<file path="config.mk">
export PLATFORM = sky130hd
export DESIGN_NAME = popcount_sched
export DESIGN_NICKNAME = d
export VERILOG_FILES = /design/src/rtl/popcount_sched_pkg.sv /design/src/rtl/popcount16_pipe.sv /design/src/rtl/popcount_sched.sv
export SDC_FILE = /design/constraint.sdc
export NUM_CORES = 1
export LEC_CHECK = 0
export ABC_CLOCK_PERIOD_IN_PS = 11580
export CORE_MARGIN = 4
export CORE_UTILIZATION = 29
export DETAILED_ROUTE_END_ITERATION = 16
export DONT_BUFFER_PORTS = 1
export GPL_TIMING_DRIVEN = 0
export PLACE_DENSITY = 0.44
export RECOVER_POWER = 100
export SLEW_MARGIN = 20
export SYNTH_ARGS = -nofsm -noshare
export SYNTH_HDL_FRONTEND = slang
export SYNTH_SLANG_ARGS = --single-unit
</file>
<file path="constraint.sdc">
create_clock -name clk -period 11.58 [get_ports clk]
set_clock_uncertainty 0.05 [all_clocks]
set_input_delay 0.579 -clock clk [delete_from_list [all_inputs] [get_ports clk]]
set_output_delay 0.579 -clock clk [all_outputs]
set_load 0.005 [all_outputs]
</file>
<file path="src/rtl/popcount_sched_pkg.sv">
// Shared definitions for the popcount scheduler.
//   LAT_DEF       default popcount pipeline latency (cycles, issue to count)
//   RES_DEPTH_DEF default result FIFO depth
//   N_REQ_DEF     default requester count; sizes the tag id field
//   tag_t         {valid, id, last}, travels beside the popcount pipeline
//   arb_state_t   arbiter states IDLE / LOCKED
package popcount_sched_pkg;

  localparam int LAT_DEF       = 6;
  localparam int RES_DEPTH_DEF = 4;
  localparam int N_REQ_DEF     = 4;
  localparam int TAG_ID_W      = $clog2(N_REQ_DEF);

  typedef struct packed {
    logic                valid;
    logic [TAG_ID_W-1:0] id;
    logic                last;
  } tag_t;

  typedef enum logic {
    IDLE   = 1'b0,
    LOCKED = 1'b1
  } arb_state_t;

endpackage

</file>
<file path="src/rtl/popcount16_pipe.sv">
// 16-input population count, path balanced as a registered adder tree.
//   clk    clock
//   din    16-bit word sampled every cycle (no handshake)
//   count  number of ones in the word presented LAT cycles earlier (0..16)
// The four tree levels take one cycle each; any remaining latency is a
// plain delay line on the 5-bit result. LAT must be at least 4.
module popcount16_pipe #(
  parameter int LAT = 6
) (
  input  logic        clk,
  input  logic [15:0] din,
  output logic [4:0]  count
);

  logic [1:0] s1 [8];
  logic [2:0] s2 [4];
  logic [3:0] s3 [2];
  logic [4:0] s4;

  for (genvar i = 0; i < 8; i++) begin : g_s1
    always_ff @(posedge clk) s1[i] <= {1'b0, din[2*i]} + {1'b0, din[2*i+1]};
  end

  for (genvar i = 0; i < 4; i++) begin : g_s2
    always_ff @(posedge clk) s2[i] <= {1'b0, s1[2*i]} + {1'b0, s1[2*i+1]};
  end

  for (genvar i = 0; i < 2; i++) begin : g_s3
    always_ff @(posedge clk) s3[i] <= {1'b0, s2[2*i]} + {1'b0, s2[2*i+1]};
  end

  always_ff @(posedge clk) s4 <= {1'b0, s3[0]} + {1'b0, s3[1]};

  if (LAT == 4) begin : g_nodly
    assign count = s4;
  end else begin : g_dly
    logic [4:0] dly [LAT-4];
    always_ff @(posedge clk) dly[0] <= s4;
    for (genvar i = 1; i < LAT - 4; i++) begin : g_stage
      always_ff @(posedge clk) dly[i] <= dly[i-1];
    end
    assign count = dly[LAT-5];
  end

endmodule

</file>
<file path="src/rtl/popcount_sched.sv">
// Four-requester scheduler around a shared popcount pipeline.
//   clk, rst    clock, synchronous active-high reset
//   req_valid   per-requester word valid
//   req_last    per-requester last-word-of-burst marker
//   req_data    16 bits per requester, requester i on [16i+15:16i]
//   req_ready   per-requester accept
//   res_valid   result FIFO head valid
//   res_ready   consumer accept of the head
//   res_id      requester owning the head result
//   res_sum     popcount sum of the whole burst (wraps at ACC_W bits)
// Handshakes: a transfer happens on a rising edge where valid and ready are
// both high; valid never waits on ready, and ready may depend on valid.
// A round-robin arbiter grants whole bursts. A credit check counts bursts
// whose last word is in flight plus results already queued, so the FIFO
// can never overflow and the pipeline never needs to stall.
module popcount_sched
  import popcount_sched_pkg::*;
#(
  parameter int N_REQ     = N_REQ_DEF,
  parameter int LAT       = LAT_DEF,
  parameter int ACC_W     = 12,
  parameter int RES_DEPTH = RES_DEPTH_DEF
) (
  input  logic                     clk,
  input  logic                     rst,
  input  logic [N_REQ-1:0]         req_valid,
  input  logic [N_REQ-1:0]         req_last,
  input  logic [16*N_REQ-1:0]      req_data,
  output logic [N_REQ-1:0]         req_ready,
  output logic                     res_valid,
  input  logic                     res_ready,
  output logic [$clog2(N_REQ)-1:0] res_id,
  output logic [ACC_W-1:0]         res_sum
);

  localparam int ID_W  = $clog2(N_REQ);
  localparam int PTR_W = $clog2(RES_DEPTH);
  localparam int CNT_W = $clog2(RES_DEPTH + 1);
  localparam int IFL_W = $clog2(LAT + 2);

  arb_state_t       state_q, state_d;
  logic [ID_W-1:0]  gnt_q, gnt_d, rr_q, rr_d, sel, cand;
  logic             sel_ok, issue, credit_ok;
  logic [15:0]      issue_data;
  tag_t             tag_in, tag_out;
  tag_t             tag_sr [LAT];
  logic [4:0]       count;
  logic [ACC_W-1:0] acc_q, acc_sum;
  logic             push, pop;
  logic [IFL_W-1:0] inflight_q;
  logic [CNT_W-1:0] fifo_cnt;
  logic [PTR_W-1:0] wr_ptr, rd_ptr;
  logic [ID_W-1:0]  mem_id  [RES_DEPTH];
  logic [ACC_W-1:0] mem_sum [RES_DEPTH];

  assign credit_ok = (int'(inflight_q) + int'(fifo_cnt)) < RES_DEPTH;

  // ---------------- arbiter ----------------
  always_ff @(posedge clk) begin
    if (rst) begin
      state_q <= IDLE;
      gnt_q   <= '0;
      rr_q    <= '0;
    end else begin
      state_q <= state_d;
      gnt_q   <= gnt_d;
      rr_q    <= rr_d;
    end
  end

  always_comb begin
    state_d    = state_q;
    gnt_d      = gnt_q;
    rr_d       = rr_q;
    sel        = gnt_q;
    sel_ok     = 1'b0;
    cand       = '0;
    req_ready  = '0;
    issue      = 1'b0;
    issue_data = '0;
    tag_in     = '0;
    if (state_q == IDLE) begin
      // Scan downward so the last hit is the closest index at/after rr_q.
      for (int k = N_REQ - 1; k >= 0; k--) begin
        cand = ID_W'((int'(rr_q) + k) % N_REQ);
        if (req_valid[cand]) begin
          sel    = cand;
          sel_ok = 1'b1;
        end
      end
    end else begin
      sel_ok = 1'b1;
    end
    if (sel_ok && credit_ok && !rst) req_ready[sel] = 1'b1;
    issue      = req_valid[sel] & req_ready[sel];
    issue_data = req_data[int'(sel)*16 +: 16];
    tag_in     = '{valid: issue, id: TAG_ID_W'(sel), last: issue & req_last[sel]};
    if (issue) begin
      if (req_last[sel]) begin
        state_d = IDLE;
        rr_d    = (sel == ID_W'(N_REQ - 1)) ? '0 : sel + 1'b1;
      end else begin
        state_d = LOCKED;
        gnt_d   = sel;
      end
    end
  end

  // ---------------- datapath and tag shadow ----------------
  popcount16_pipe #(.LAT(LAT)) u_pipe (
    .clk   (clk),
    .din   (issue_data),
    .count (count)
  );

  always_ff @(posedge clk) begin
    if (rst) tag_sr[0] <= '0;
    else     tag_sr[0] <= tag_in;
  end

  for (genvar i = 1; i < LAT; i++) begin : g_tag
    always_ff @(posedge clk) begin
      if (rst) tag_sr[i] <= '0;
      else     tag_sr[i] <= tag_sr[i-1];
    end
  end

  assign tag_out = tag_sr[LAT-1];

  // ---------------- accumulator and credit ----------------
  assign acc_sum = acc_q + ACC_W'(count);
  assign push    = tag_out.valid & tag_out.last;
  assign pop     = res_valid & res_ready;

  always_ff @(posedge clk) begin
    if (rst) begin
      acc_q      <= '0;
      inflight_q <= '0;
    end else begin
      if (tag_out.valid) acc_q <= tag_out.last ? '0 : acc_sum;
      // Issue and completion of last words in one cycle cancel out.
      case ({tag_in.last, push})
        2'b10:   inflight_q <= inflight_q + 1'b1;
        2'b01:   inflight_q <= inflight_q - 1'b1;
        default: inflight_q <= inflight_q;
      endcase
    end
  end

  // ---------------- result FIFO ----------------
  always_ff @(posedge clk) begin
    if (rst) begin
      wr_ptr   <= '0;
      rd_ptr   <= '0;
      fifo_cnt <= '0;
    end else begin
      if (push) wr_ptr <= (wr_ptr == PTR_W'(RES_DEPTH - 1)) ? '0 : wr_ptr + 1'b1;
      if (pop)  rd_ptr <= (rd_ptr == PTR_W'(RES_DEPTH - 1)) ? '0 : rd_ptr + 1'b1;
      case ({push, pop})
        2'b10:   fifo_cnt <= fifo_cnt + 1'b1;
        2'b01:   fifo_cnt <= fifo_cnt - 1'b1;
        default: fifo_cnt <= fifo_cnt;
      endcase
    end
  end

  for (genvar i = 0; i < RES_DEPTH; i++) begin : g_mem
    always_ff @(posedge clk) begin
      if (rst) begin
        mem_id[i]  <= '0;
        mem_sum[i] <= '0;
      end else if (push && wr_ptr == PTR_W'(i)) begin
        mem_id[i]  <= ID_W'(tag_out.id);
        mem_sum[i] <= acc_sum;
      end
    end
  end

  assign res_valid = (fifo_cnt != '0);
  assign res_id    = mem_id[rd_ptr];
  assign res_sum   = mem_sum[rd_ptr];

endmodule
</file>
# After elaboration in Yosys (flattened, before gate mapping)

Memory sizes are Yosys's and may differ from the RTL's. A register that Yosys moved wholly into a read port is not among the register bits.
Index checks and enable logic that the tools add are counted.

Bits of input ports: 75
Memory bits (writable): 126
Word-level logic and storage cells: 160
Memories: 7
Register bits: 32
ROM bits: 0
Bits in latches: 0

Mux-type cells: 67
Bitwise logic cells: 19
Reduce and logical (&&, ||, !) cells: 14
Shift operators: 1
$mul: 0
Div/mod/pow operators: 0
Equality and inequality tests: 9
$add $sub $neg: 27
$lt $le $gt $ge: 7

Memories:

| name             | depth | bits a word | rd ports | clocked after Yosys merged registers in | write ports | RTL line              | source |
|---|---|---|---|---|---|---|---|
| mem_sum          | 4     | 12          | 1        | 1                                       | 4           | popcount_sched.sv:54  | `logic [ACC_W-1:0] mem_sum [RES_DEPTH];` |
| tag_sr           | 6     | 4           | 6        | 0                                       | 6           | popcount_sched.sv:46  | `tag_t tag_sr [LAT];` |
| u_pipe.s1        | 8     | 2           | 8        | 0                                       | 8           | popcount16_pipe.sv:15 | `logic [1:0] s1 [8];` |
| u_pipe.s2        | 4     | 3           | 4        | 0                                       | 4           | popcount16_pipe.sv:16 | `logic [2:0] s2 [4];` |
| u_pipe.g_dly.dly | 2     | 5           | 2        | 0                                       | 2           | popcount16_pipe.sv:37 | `logic [4:0] dly [LAT-4];` |
| mem_id           | 4     | 2           | 1        | 1                                       | 4           | popcount_sched.sv:53  | `logic [ID_W-1:0] mem_id [RES_DEPTH];` |
| +1 memories      | n/a   | n/a         | n/a      | n/a                                     | n/a         | n/a                   |  |

Operators with widths:

| operator              | count |
|---|---|
| $shiftx A64 B7 Y16    | 1 |
| $mux W12              | 5 |
| $mux W2               | 16 |
| $mux W1               | 29 |
| $mux W4               | 7 |
| $add A1 B1 Y2         | 8 |
| $lt A2 B3 Y1 const B  | 5 |
| $bmux W1 S2           | 7 |
| $or A1 B1 Y1          | 14 |
| $add A12 B5 Y12       | 1 |
| $add A2 B2 Y3         | 4 |
| $add A3 B3 Y4         | 3 |
| $eq A2 B2 Y1 const B  | 6 |
| $pmux W3 S2           | 2 |
| $add A2 B1 Y2 const B | 4 |
| $logic_and A1 B1 Y1   | 7 |
| $add A3 B1 Y3 const B | 2 |
| $eq A2 B1 Y1 const B  | 3 |
| $sub A3 B1 Y3 const B | 2 |
| $add A4 B4 Y5         | 1 |
| $add A2 B2 Y2 const B | 2 |
| $and A1 B1 Y1         | 4 |
| $lt A4 B3 Y1 const B  | 1 |
| $reduce_and A2 Y1     | 2 |
| 7 further kinds       | 8 |

# Longest topological paths before layout

Gate-level depths: netlist of the first run.

Word-level depth: 19
Gate-level depth with buffers: 22
Depth with buffers taken out: 17

# By module

A second synthesis of the first run with hierarchy kept.

Cells, all modules: 649
Area total of the unflattened synthesis: 7073.0 µm²

By module, submodules not included:

| module          | times used | cells each | area an instance (µm²) |
|---|---|---|---|
| popcount_sched  | 1          | 528        | 5413.9 |
| popcount16_pipe | 1          | 121        | 1659.1 |

# Worst setup path after synthesis of the first run

Ideal clock, no wire load.

Path type: input port to flip-flop
Start: input req_valid[1]
End: register inflight_q[2]
Setup time: 70 ps
Arrival: 4394 ps
Path buffers: 3
Data required time: 11460 ps
Setup slack: 7066 ps
Stages: 20
Cell sequence: buf_6 > nor4b_4 > or4_4 > a21oi_2 > mux2i_1 > buf_6 > clkbuf_1 > inv_1 > ha_1 > and2_1 > mux2i_1 > a41o_1 > a211oi_4 > a22oi_4 > ha_1 > inv_1 > fa_1 > xor2_1 > or3_1 > a21oi_1

Word-level cells in the longest chain between the ends: 18
Elaborated cells on any way between the ends: 38

RTL lines:

| element                                                                   | RTL line              | source |
|---|---|---|
| start, declared                                                           | popcount_sched.sv:26  | `input logic [N_REQ-1:0] req_valid,` |
| $bmux W1 S2                                                               | popcount_sched.sv:86  | `if (req_valid[cand]) begin` |
| $mux W1 (implied by the code)                                             | popcount_sched.sv:86  |  |
| $mux W2 (4 in series)                                                     | popcount_sched.sv:86  |  |
| $mux W2                                                                   | popcount_sched.sv:82  | `if (state_q == IDLE) begin` |
| $lt A2 B3 Y1 (implied by the code) / $ge A2 B1 Y1 (equally long branches) | popcount_sched.sv:94  | `if (sel_ok && credit_ok && !rst) req_ready[sel] = 1'b1;` |
| $logic_and A1 B1 Y1 (implied by the code)                                 | popcount_sched.sv:94  |  |
| $mux W1 (implied by the code)                                             | popcount_sched.sv:94  |  |
| $demux W1 S2                                                              | popcount_sched.sv:94  |  |
| $mux W4                                                                   | popcount_sched.sv:94  |  |
| $bmux W1 S2                                                               | popcount_sched.sv:95  | `issue = req_valid[sel] & req_ready[sel];` |
| $mux W1 (implied by the code)                                             | popcount_sched.sv:95  |  |
| $and A1 B1 Y1                                                             | popcount_sched.sv:95  |  |
| $and A1 B1 Y1 *                                                           | popcount_sched.sv:97  | `tag_in = '{valid: issue, id: TAG_ID_W'(sel), last: issue & req_last[sel]};` |
| $eq A2 B1 Y1 / $eq A2 B2 Y1 (equally long branches)                       | popcount_sched.sv:142 | `case ({tag_in.last, push})` |
| $pmux W3 S2 / $reduce_bool A2 Y1 (equally long branches)                  | n/a                   |  |
| end signal, assigned                                                      | popcount_sched.sv:143 | `2'b10: inflight_q <= inflight_q + 1'b1;` |
| end signal, assigned                                                      | popcount_sched.sv:144 | `2'b01: inflight_q <= inflight_q - 1'b1;` |
| end signal, assigned                                                      | popcount_sched.sv:145 | `default: inflight_q <= inflight_q;` |
| end, declared                                                             | popcount_sched.sv:50  | `logic [IFL_W-1:0] inflight_q;` |

Mark *: on every way between the ends. The rest lies on a longest branch, timed or not. The select of a mux whose other input is x is not followed.
A chain may end at the register's enable or synchronous reset.

# Worst setup path in the final report of the first run

Start: register rr_q[1]
End: register inflight_q[2]

Word-level cells in the longest chain between the ends: 19
Elaborated cells on any way between the ends: 41

RTL lines:

| element                                                                   | RTL line              | source |
|---|---|---|
| start, declared                                                           | popcount_sched.sv:42  | `logic [ID_W-1:0] gnt_q, gnt_d, rr_q, rr_d, sel, cand;` |
| start signal, assigned                                                    | popcount_sched.sv:67  | `rr_q <= rr_d;` |
| $add A2 B2 Y2                                                             | popcount_sched.sv:85  | `cand = ID_W'((int'(rr_q) + k) % N_REQ);` |
| $bmux W1 S2                                                               | popcount_sched.sv:86  |  |
| $mux W1 (implied by the code)                                             | popcount_sched.sv:86  |  |
| $mux W2 (4 in series)                                                     | popcount_sched.sv:86  |  |
| $mux W2                                                                   | popcount_sched.sv:82  |  |
| $lt A2 B3 Y1 (implied by the code) / $ge A2 B1 Y1 (equally long branches) | popcount_sched.sv:94  |  |
| $logic_and A1 B1 Y1 (implied by the code)                                 | popcount_sched.sv:94  |  |
| $mux W1 (implied by the code)                                             | popcount_sched.sv:94  |  |
| $demux W1 S2                                                              | popcount_sched.sv:94  |  |
| $mux W4                                                                   | popcount_sched.sv:94  |  |
| $bmux W1 S2                                                               | popcount_sched.sv:95  |  |
| $mux W1 (implied by the code)                                             | popcount_sched.sv:95  |  |
| $and A1 B1 Y1                                                             | popcount_sched.sv:95  |  |
| $and A1 B1 Y1 *                                                           | popcount_sched.sv:97  |  |
| $eq A2 B1 Y1 / $eq A2 B2 Y1 (equally long branches)                       | popcount_sched.sv:142 |  |
| $pmux W3 S2 / $reduce_bool A2 Y1 (equally long branches)                  | n/a                   |  |

Marked as above.

==> results.py, run 1 <==
metrics = {
    "clock_tree": {
        "clk_latency_ns": 0.42,
        "cts_buffer_depth": 2,
        "tritoncts": "built",
        "cts_setup_buffers": 0,
        "clk_pin_slew_ns": 0.06,
        "cts_hold_buf": 0,
        "ctsResizeCount": 0,
        "htree_levels": 4,
        "cts.root.buffer_cell": "clkbuf_16",
        "cts_buffers": 17,
        "cts.sinks": 160,
    },
    "timing": {
        "tns_ns": 0,
        "setup_viol": 0,
        "rsz0062_at_grt": "no",
        "worst_slew_pin_slew_ns": 0.863,
        "max_freq_ghz": 0.189,
        "fin_ws_ns": 6.29,
        "worst_hold_slack_ns": 0.276,
        "max_slew_margin": 0.421,
        "timing.final.crit_period_ns": 5.29,
        "finalHoldViolCount": 0,
        "period_share": 0.456,
        "slew_viol_final": 0,
    },
    "synth": {
        "netlist.area_leader.share": 0.291,
        "synth-seq-cells": 160,
        "syn_nets": 750,
        "synth_ff_type": "dfxtp_1",
        "yosysWarnings": 0,
        "syn_area_per_cell_um2": 11.4,
        "syn_area_um2": 7160,
        "yosys.area.top_type": "dfxtp_1",
        "syn_inst": 628,
        "async_reset_ff_frac": 0,
        "seq_area_frac_synth": 0.526,
        "synth_cell_types": 64,
        "synth_area_leaders": "dfxtp_1 (29%), edfxtp_1 (23%), ha_1 (6.5%)",
        "synth_edf_count": 56,
    },
    "placed_design": {
        "dp_hpwl_um": 11000,
        "placed_cell_area_um2": 7560,
        "port_buffers": 0,
        "place.gp.congestion": 0.772,
        "post-place-ws_ns": 6.48,
    },
    "worst_setup_path": {
        "r2r-end": "inflight_q[2]",
        "crit_required_ns": 11.88,
        "cp_slowest_cell": "or4_2",
        "cp_max_fo": 10,
        "r2r_slack_ns": 6.29,
        "endpoint_kind": "register",
        "startpoint": "rr_q[1]",
        "worst-endpoint-arrival_ns": 5.58,
        "reg2reg_from": "rr_q[1]",
        "crit_end": "inflight_q[2]",
        "worst-setup-path-type": "register to register",
        "startpoint_type": "register",
        "crit_chain": "clkbuf_1 -> nor4b_1 -> or4_2 -> a21oi_1 -> mux2i_1 -> clkbuf_1 -> clkbuf_1 -> inv_1 -> ha_1 -> and2_0 -> mux2i_1 -> a41o_1 -> a211oi_1 -> a22oi_4 -> ha_1 -> inv_1 -> fa_1 -> xor2_1 -> or3_1 -> a21oi_1",
        "path_common_cell": "clkbuf_1",
        "r2r_cells": 20,
        "cpPeakStageDelay_ns": 0.68,
    },
    "routing": {
        "ant_nets": 0,
        "viasPerCell": 4.67,
        "first_pass_iters": 5,
        "drt_iter0_markers": 236,
        "wl_um": 15000,
        "vias": 4592,
        "drc": 0,
        "wl_per_cell_um": 15.3,
    },
    "power_and_ir_drop": {
        "p_leak_nw": 3.17,
        "p_per_area_nw_per_um2": 230,
        "peakVddDrop_v": 0.000162,
    },
    "floorplanning": {
        "num_rows": 57,
        "die_y_um": 165,
        "core_region_area_um2": 24300,
        "start_util": 0.294,
        "die_width_um": 165,
        "pin_count": 94,
        "dieArea_um2": 27300,
    },
    "grt": {
        "grt_pass1_wl_um": 24100,
        "grt_pass1_vias": 4762,
        "grt_overflow_total": 0,
        "grt_max_degree": 17,
        "grt_usage": 0.114,
        "antenna_found_initial": 0,
    },
    "layout": {
        "diodes": 0,
        "drive_above_1_share": 0.0985,
        "area_delta_synth_final_pct": 13.2,
        "finalNetCount": 769,
        "finish.instance_area_um2": 8100,
        "final_core_util": 0.333,
    },
    "job": {
        "cap_violations": 0,
    },
    "worst_hold_path": {
        "min_from": "u_pipe.s4[3]",
        "min_path_type": "register to register",
    },
    "run_status": {
        "status": "complete, no violations",
    },
}
==> metal layers <==
metal / track usage / share of wire / up-vias
met5: 0 / 0 / -
met4: 0.0352 / 0.014 / 0
met3: 0.0305 / 0.056 / 18
met2: 0.197 / 0.48 / 149
met1: 0.140 / 0.44 / 2168
li1: - / - / 2257
==> state kept, by name (all words and copies together) (netlist names), 8 cells and up, named ones only <==
| register | cells |
|---|---|
| acc_q | 12 |
| u_pipe.s1 | 16 |
| mem_sum | 48 |
| tag_sr | 24 |
| mem_id | 8 |
| u_pipe.s3 | 8 |
| u_pipe.g_dly.dly | 10 |
| u_pipe.s2 | 12 |
==> through the flow <==
step                      power (mW)  std cells
after global placement          1.34        952
after CTS                       1.91        984
after floorplan                 1.20        628
after detailed placement        1.35        952
final                           1.86        984
after global routing            2.01        984
==> kinds of logic (layout without fill, tap and decap cells) <==
kind of cell | after synthesis | in the layout | share of synthesized area
xor gates and xnor gates | 19 | 19 | 0.0232
muxes | 40 | 40 | 0.0813
buffers and inverters | 63 | 95 | 0.0392
and+or+nand+nor | 199 | 199 | 0.143
AOI/OAI and AO/OA | 100 | 100 | 0.0949
DFF | 160 | 160 | 0.526
adders and majority gates | 47 | 47 | 0.0926
==> worst max-delay path: cells and delay by family, from the launching register on <==
family | cells | cell delay, ns
compound gates | 5 | 0.91
xor+xnor | 1 | 0.16
fa+ha+maj | 3 | 0.80
buf+inv | 5 | 1.35
flops | 1 | 0.30
mux | 2 | 0.39
simple gates | 4 | 1.25
==> how the worst min path moves through the flow <==
| stage | to | slack (ns) | cells past startpoint |
|---|---|---|---|
| finish | u_pipe.g_dly.dly[0][3] | 0.28 | 0 |
| global route | u_pipe.g_dly.dly[0][5] | 0.29 | 0 |
| CTS | u_pipe.g_dly.dly[0][3] | 0.28 | 0 |
| detailed placement | u_pipe.g_dly.dly[0][3] | 0.26 | 0 |
| global placement | u_pipe.g_dly.dly[0][1] | 0.26 | 0 |
| floorplan | u_pipe.g_dly.dly[0][0] | 0.26 | 0 |
==> where the power goes <==
group	leakage (nW)	internal, mW	total [mW]	switching, mW
combinational	1.45	0.237	0.562	0.325
sequential	1.43	0.707	0.749	0.0424
clock	0.280	0.315	0.551	0.236
total	3.17	1.26	1.86	0.604
==> cell usage after synthesis, types with 8 or more instances <==
| master | count |
|---|---|
| a211oi_1 | 17 |
| a21oi_1 | 36 |
| and3_1 | 16 |
| buf_2 | 8 |
| clkbuf_1 | 14 |
| dfxtp_1 | 104 |
| edfxtp_1 | 56 |
| fa_1 | 10 |
| ha_1 | 37 |
| inv_1 | 30 |
| mux2i_1 | 24 |
| mux4_2 | 14 |
| nand2_1 | 32 |
| nor2_1 | 68 |
| nor2b_1 | 45 |
| o21ai_0 | 12 |
| xnor2_1 | 13 |
==> cells in the final DEF (no fill, tap or decap), drive strengths merged, types with 24 or more instances in the layout <==
cell and count:
inv 38, dfxtp 104, ha 37, edfxtp 56
mux2i 24, nor2b 45, clkbuf 35, a21oi 38
nor2 68, nand2 32
==> final cells by class <==
type | count | area (um^2)
Multi-Input combinational cell | 405 | 3070
Fill cell | 2463 | 16200
Buffer | 29 | 144
Inverter | 34 | 128
Clock inverter | 14 | 140
Tap cell | 324 | 405
Clock buffer | 18 | 450
Sequential cell | 160 | 3760
Note: power is estimated with default switching activity, not from simulation.
==> run 2, diff against run 1 <==
--- a/config.mk
+++ b/config.mk
@@ -5,13 +5,13 @@
 export SDC_FILE = /design/constraint.sdc
 export NUM_CORES = 1
 export LEC_CHECK = 0
-export ABC_CLOCK_PERIOD_IN_PS = 11580
+export ABC_CLOCK_PERIOD_IN_PS = 4500
 export CORE_MARGIN = 4
 export CORE_UTILIZATION = 29
 export DETAILED_ROUTE_END_ITERATION = 16
 export DONT_BUFFER_PORTS = 1
 export GPL_TIMING_DRIVEN = 0
-export PLACE_DENSITY = 0.44
+export PLACE_DENSITY = 0.45
 export RECOVER_POWER = 100
 export SLEW_MARGIN = 20
 export SYNTH_ARGS = -nofsm -noshare
==> constraint.sdc (replaced) <==
create_clock -name clk -period 4.5 [get_ports clk]
set_clock_uncertainty 0.05 [all_clocks]
set_input_delay 0.225 -clock clk [delete_from_list [all_inputs] [get_ports clk]]
set_output_delay 0.225 -clock clk [all_outputs]
set_load 0.005 [all_outputs]
==> run 2 against run 1 <==
Compared with the run above: wire length decreased by 3.7%; register-to-register slack got worse by 6.1 ns; worst hold slack got worse by 0.22 ns; cell count increased by 0.30%; die area unchanged; power increased to 2.6 times the previous value; cell area increased by 0.83%; clock power increased to 2.5 times the previous value; non-clock buffer count increased by 3; count of clock-buffer cells in the layout unchanged; largest cell class unchanged.
==> results.py, run 2 (synthesis results as in run 1) <==
metrics = {
    "run_status": {
        "status": "complete, no violations",
    },
    "power_and_ir_drop": {
        "p_per_area_nw_per_um2": 590,
        "p_int_mw": 3.23,
        "p_comb_frac": 0.310,
        "power.switching_mw": 1.59,
        "seqPwrFrac": 0.400,
        "p_leak_nw": 3.21,
        "switching_share": 0.329,
        "clockPowerShare": 0.290,
        "peakVddDrop_v": 0.000393,
    },
    "layout": {
        "top_regs": "mem_sum: 48 flops, tag_sr: 24 flops, u_pipe.s1: 16 flops",
        "mostFrequentLayoutCell": "dfxtp_1",
        "multi_input_area_um2": 3110,
        "finish.instance_area_um2": 8170,
        "finalNetCount": 772,
        "diodes": 0,
        "fillers": 2440,
        "top_register": "mem_sum",
        "seqCellArea_um2": 3760,
        "drive_above_1_share": 0.109,
        "largest_reg_flops": 48,
        "layout_common_cells": "dfxtp_1 (104), nor2_1 (68), edfxtp_1 (56), nor2b_1 (45), ha_1 (37)",
        "area_delta_synth_final_pct": 14.2,
    },
    "worst_setup_path": {
        "cp_max_fo": 19,
        "worst-endpoint-arrival_ns": 4.55,
        "worst-setup-path-type": "register to register",
        "endpoint_kind": "register",
        "crit_required_ns": 4.79,
        "startpoint_type": "register",
    },
    "clock_tree": {
        "cts_buffers": 17,
        "tritoncts": "built",
        "clk_pin_slew_ns": 0.07,
        "clk_latency_ns": 0.42,
        "htree_levels": 4,
        "cts.root.buffer_cell": "clkbuf_16",
        "cts_buffer_depth": 2,
        "cts.sinks": 160,
    },
    "timing": {
        "worst_slew_pin_slew_ns": 0.865,
        "tns_ns": 0,
        "rsz0062_at_grt": "no",
        "max_slew_margin": 0.423,
        "finalHoldViolCount": 0,
        "period_share": 0.947,
        "slew_viol_final": 0,
        "max_freq_ghz": 0.235,
        "timing.final.crit_period_ns": 4.26,
        "setup_viol": 0,
    },
    "floorplanning": {
        "core_region_area_um2": 24300,
        "die_y_um": 165,
        "start_util": 0.294,
        "dieArea_um2": 27300,
        "pin_count": 94,
        "num_rows": 57,
        "die_width_um": 165,
    },
    "job": {
        "cap_violations": 0,
    },
    "placed_design": {
        "port_buffers": 0,
        "place.gp.congestion": 0.810,
        "placed_cell_area_um2": 7560,
        "dp_hpwl_um": 10700,
    },
    "grt": {
        "grt_usage": 0.111,
        "grt_pass1_wl_um": 23500,
        "grt_pass1_vias": 4649,
        "grt_max_degree": 20,
        "grt_overflow_total": 0,
        "antenna_found_initial": 0,
    },
    "routing": {
        "first_pass_iters": 4,
        "vias": 4539,
        "wl_um": 14500,
        "viasPerCell": 4.60,
        "drt_iter0_markers": 222,
        "wl_per_cell_um": 14.7,
        "drc": 0,
        "ant_nets": 0,
    },
    "worst_hold_path": {
        "min_path_type": "input port to register",
    },
}
run 2: cell types whose count changed in the layout (fill, tap and decap cells not counted), moves of 2 or more:
cell,delta
clkbuf_1,-3
clkinvlp_4,-2
inv_8,+3
inv_4,+2
a21oi_1,-2
clkinv_4,-2
dlygate4sd3_1,+3
run 2: metal layers:
metal	up-vias	GRT usage	wire length [um]
met1	2112	0.131	6090
li1	2257	-	-
met3	14	0.0308	848
met4	0	0.0336	178
met2	156	0.195	7350
met5	-	0	0
run 2: what timing repair did:
item | CTS | global route
setup buffers | 0 | 2
hold endpoints to repair | 2 | 0
hold buffers | 3 | 0
resized for setup | 0 | 1
setup endpoints to repair | 2 | 2
pin swaps | 0 | 1
run 2: area by class of cell:
class                           count  area share
Clock inverter                     14      0.0161
Timing Repair Buffer                5     0.00551
Buffer                             27      0.0173
Multi-Input combinational cell    405       0.380
Tap cell                          324      0.0496
Inverter                           34      0.0156
Clock buffer                       18      0.0551
Sequential cell                   160       0.461
run 2: critical path, cell delays in order, from the launching register on:
cell and delay, ns:
dfxtp_1 0.31, buf_2 0.19, nor4b_1 0.08, or4_4 0.54, a21oi_2 0.15, mux2i_1 0.38
buf_6 0.24, inv_1 0.07, ha_1 0.20, and2_0 0.15, mux2i_1 0.14, a41o_1 0.15
a211oi_4 0.10, a22oi_4 0.21, ha_1 0.21, inv_1 0.06, fa_1 0.37, xor2_1 0.16
or3_1 0.30, a21oi_1 0.14
run 2: power groups by stage:
stage                     Sequential [mW]  Clock [mW]  Combinational [mW]
after floorplan                      1.93           0                1.16
after global placement               1.96           0                1.48
after detailed placement             1.97           0                1.52
after CTS                            1.93        1.44                1.53
after global routing                 1.96        1.50                1.73
final                                1.93        1.40                1.50
run 2: metrics by stage:
stage	power, mW	hold slack (ns)	std cells	setup slack, ns	utilization
3_5_place_dp	3.48	0.262	952	-0.227	0.311
4_1_cts	4.91	0.0259	986	0.0879	0.336
3_3_place_gp	3.44	0.261	952	-0.203	0.311
5_1_grt	5.19	0.0710	987	0.0211	0.336
6_report	4.82	0.0550	987	0.239	0.336
2_1_floorplan	3.09	0.260	628	0.278	-
run 2: path summary, 6_finish.rpt:
path	start	end	slack, ns	cells past startpoint
setup / recovery	rr_q[1]	inflight_q[2]	0.24	19
setup reg to reg	rr_q[1]	inflight_q[2]	0.24	19
hold reg to reg	u_pipe.s4[0]	u_pipe.g_dly.dly[0][0]	0.28	0
hold / removal	res_ready	register	0.05	3
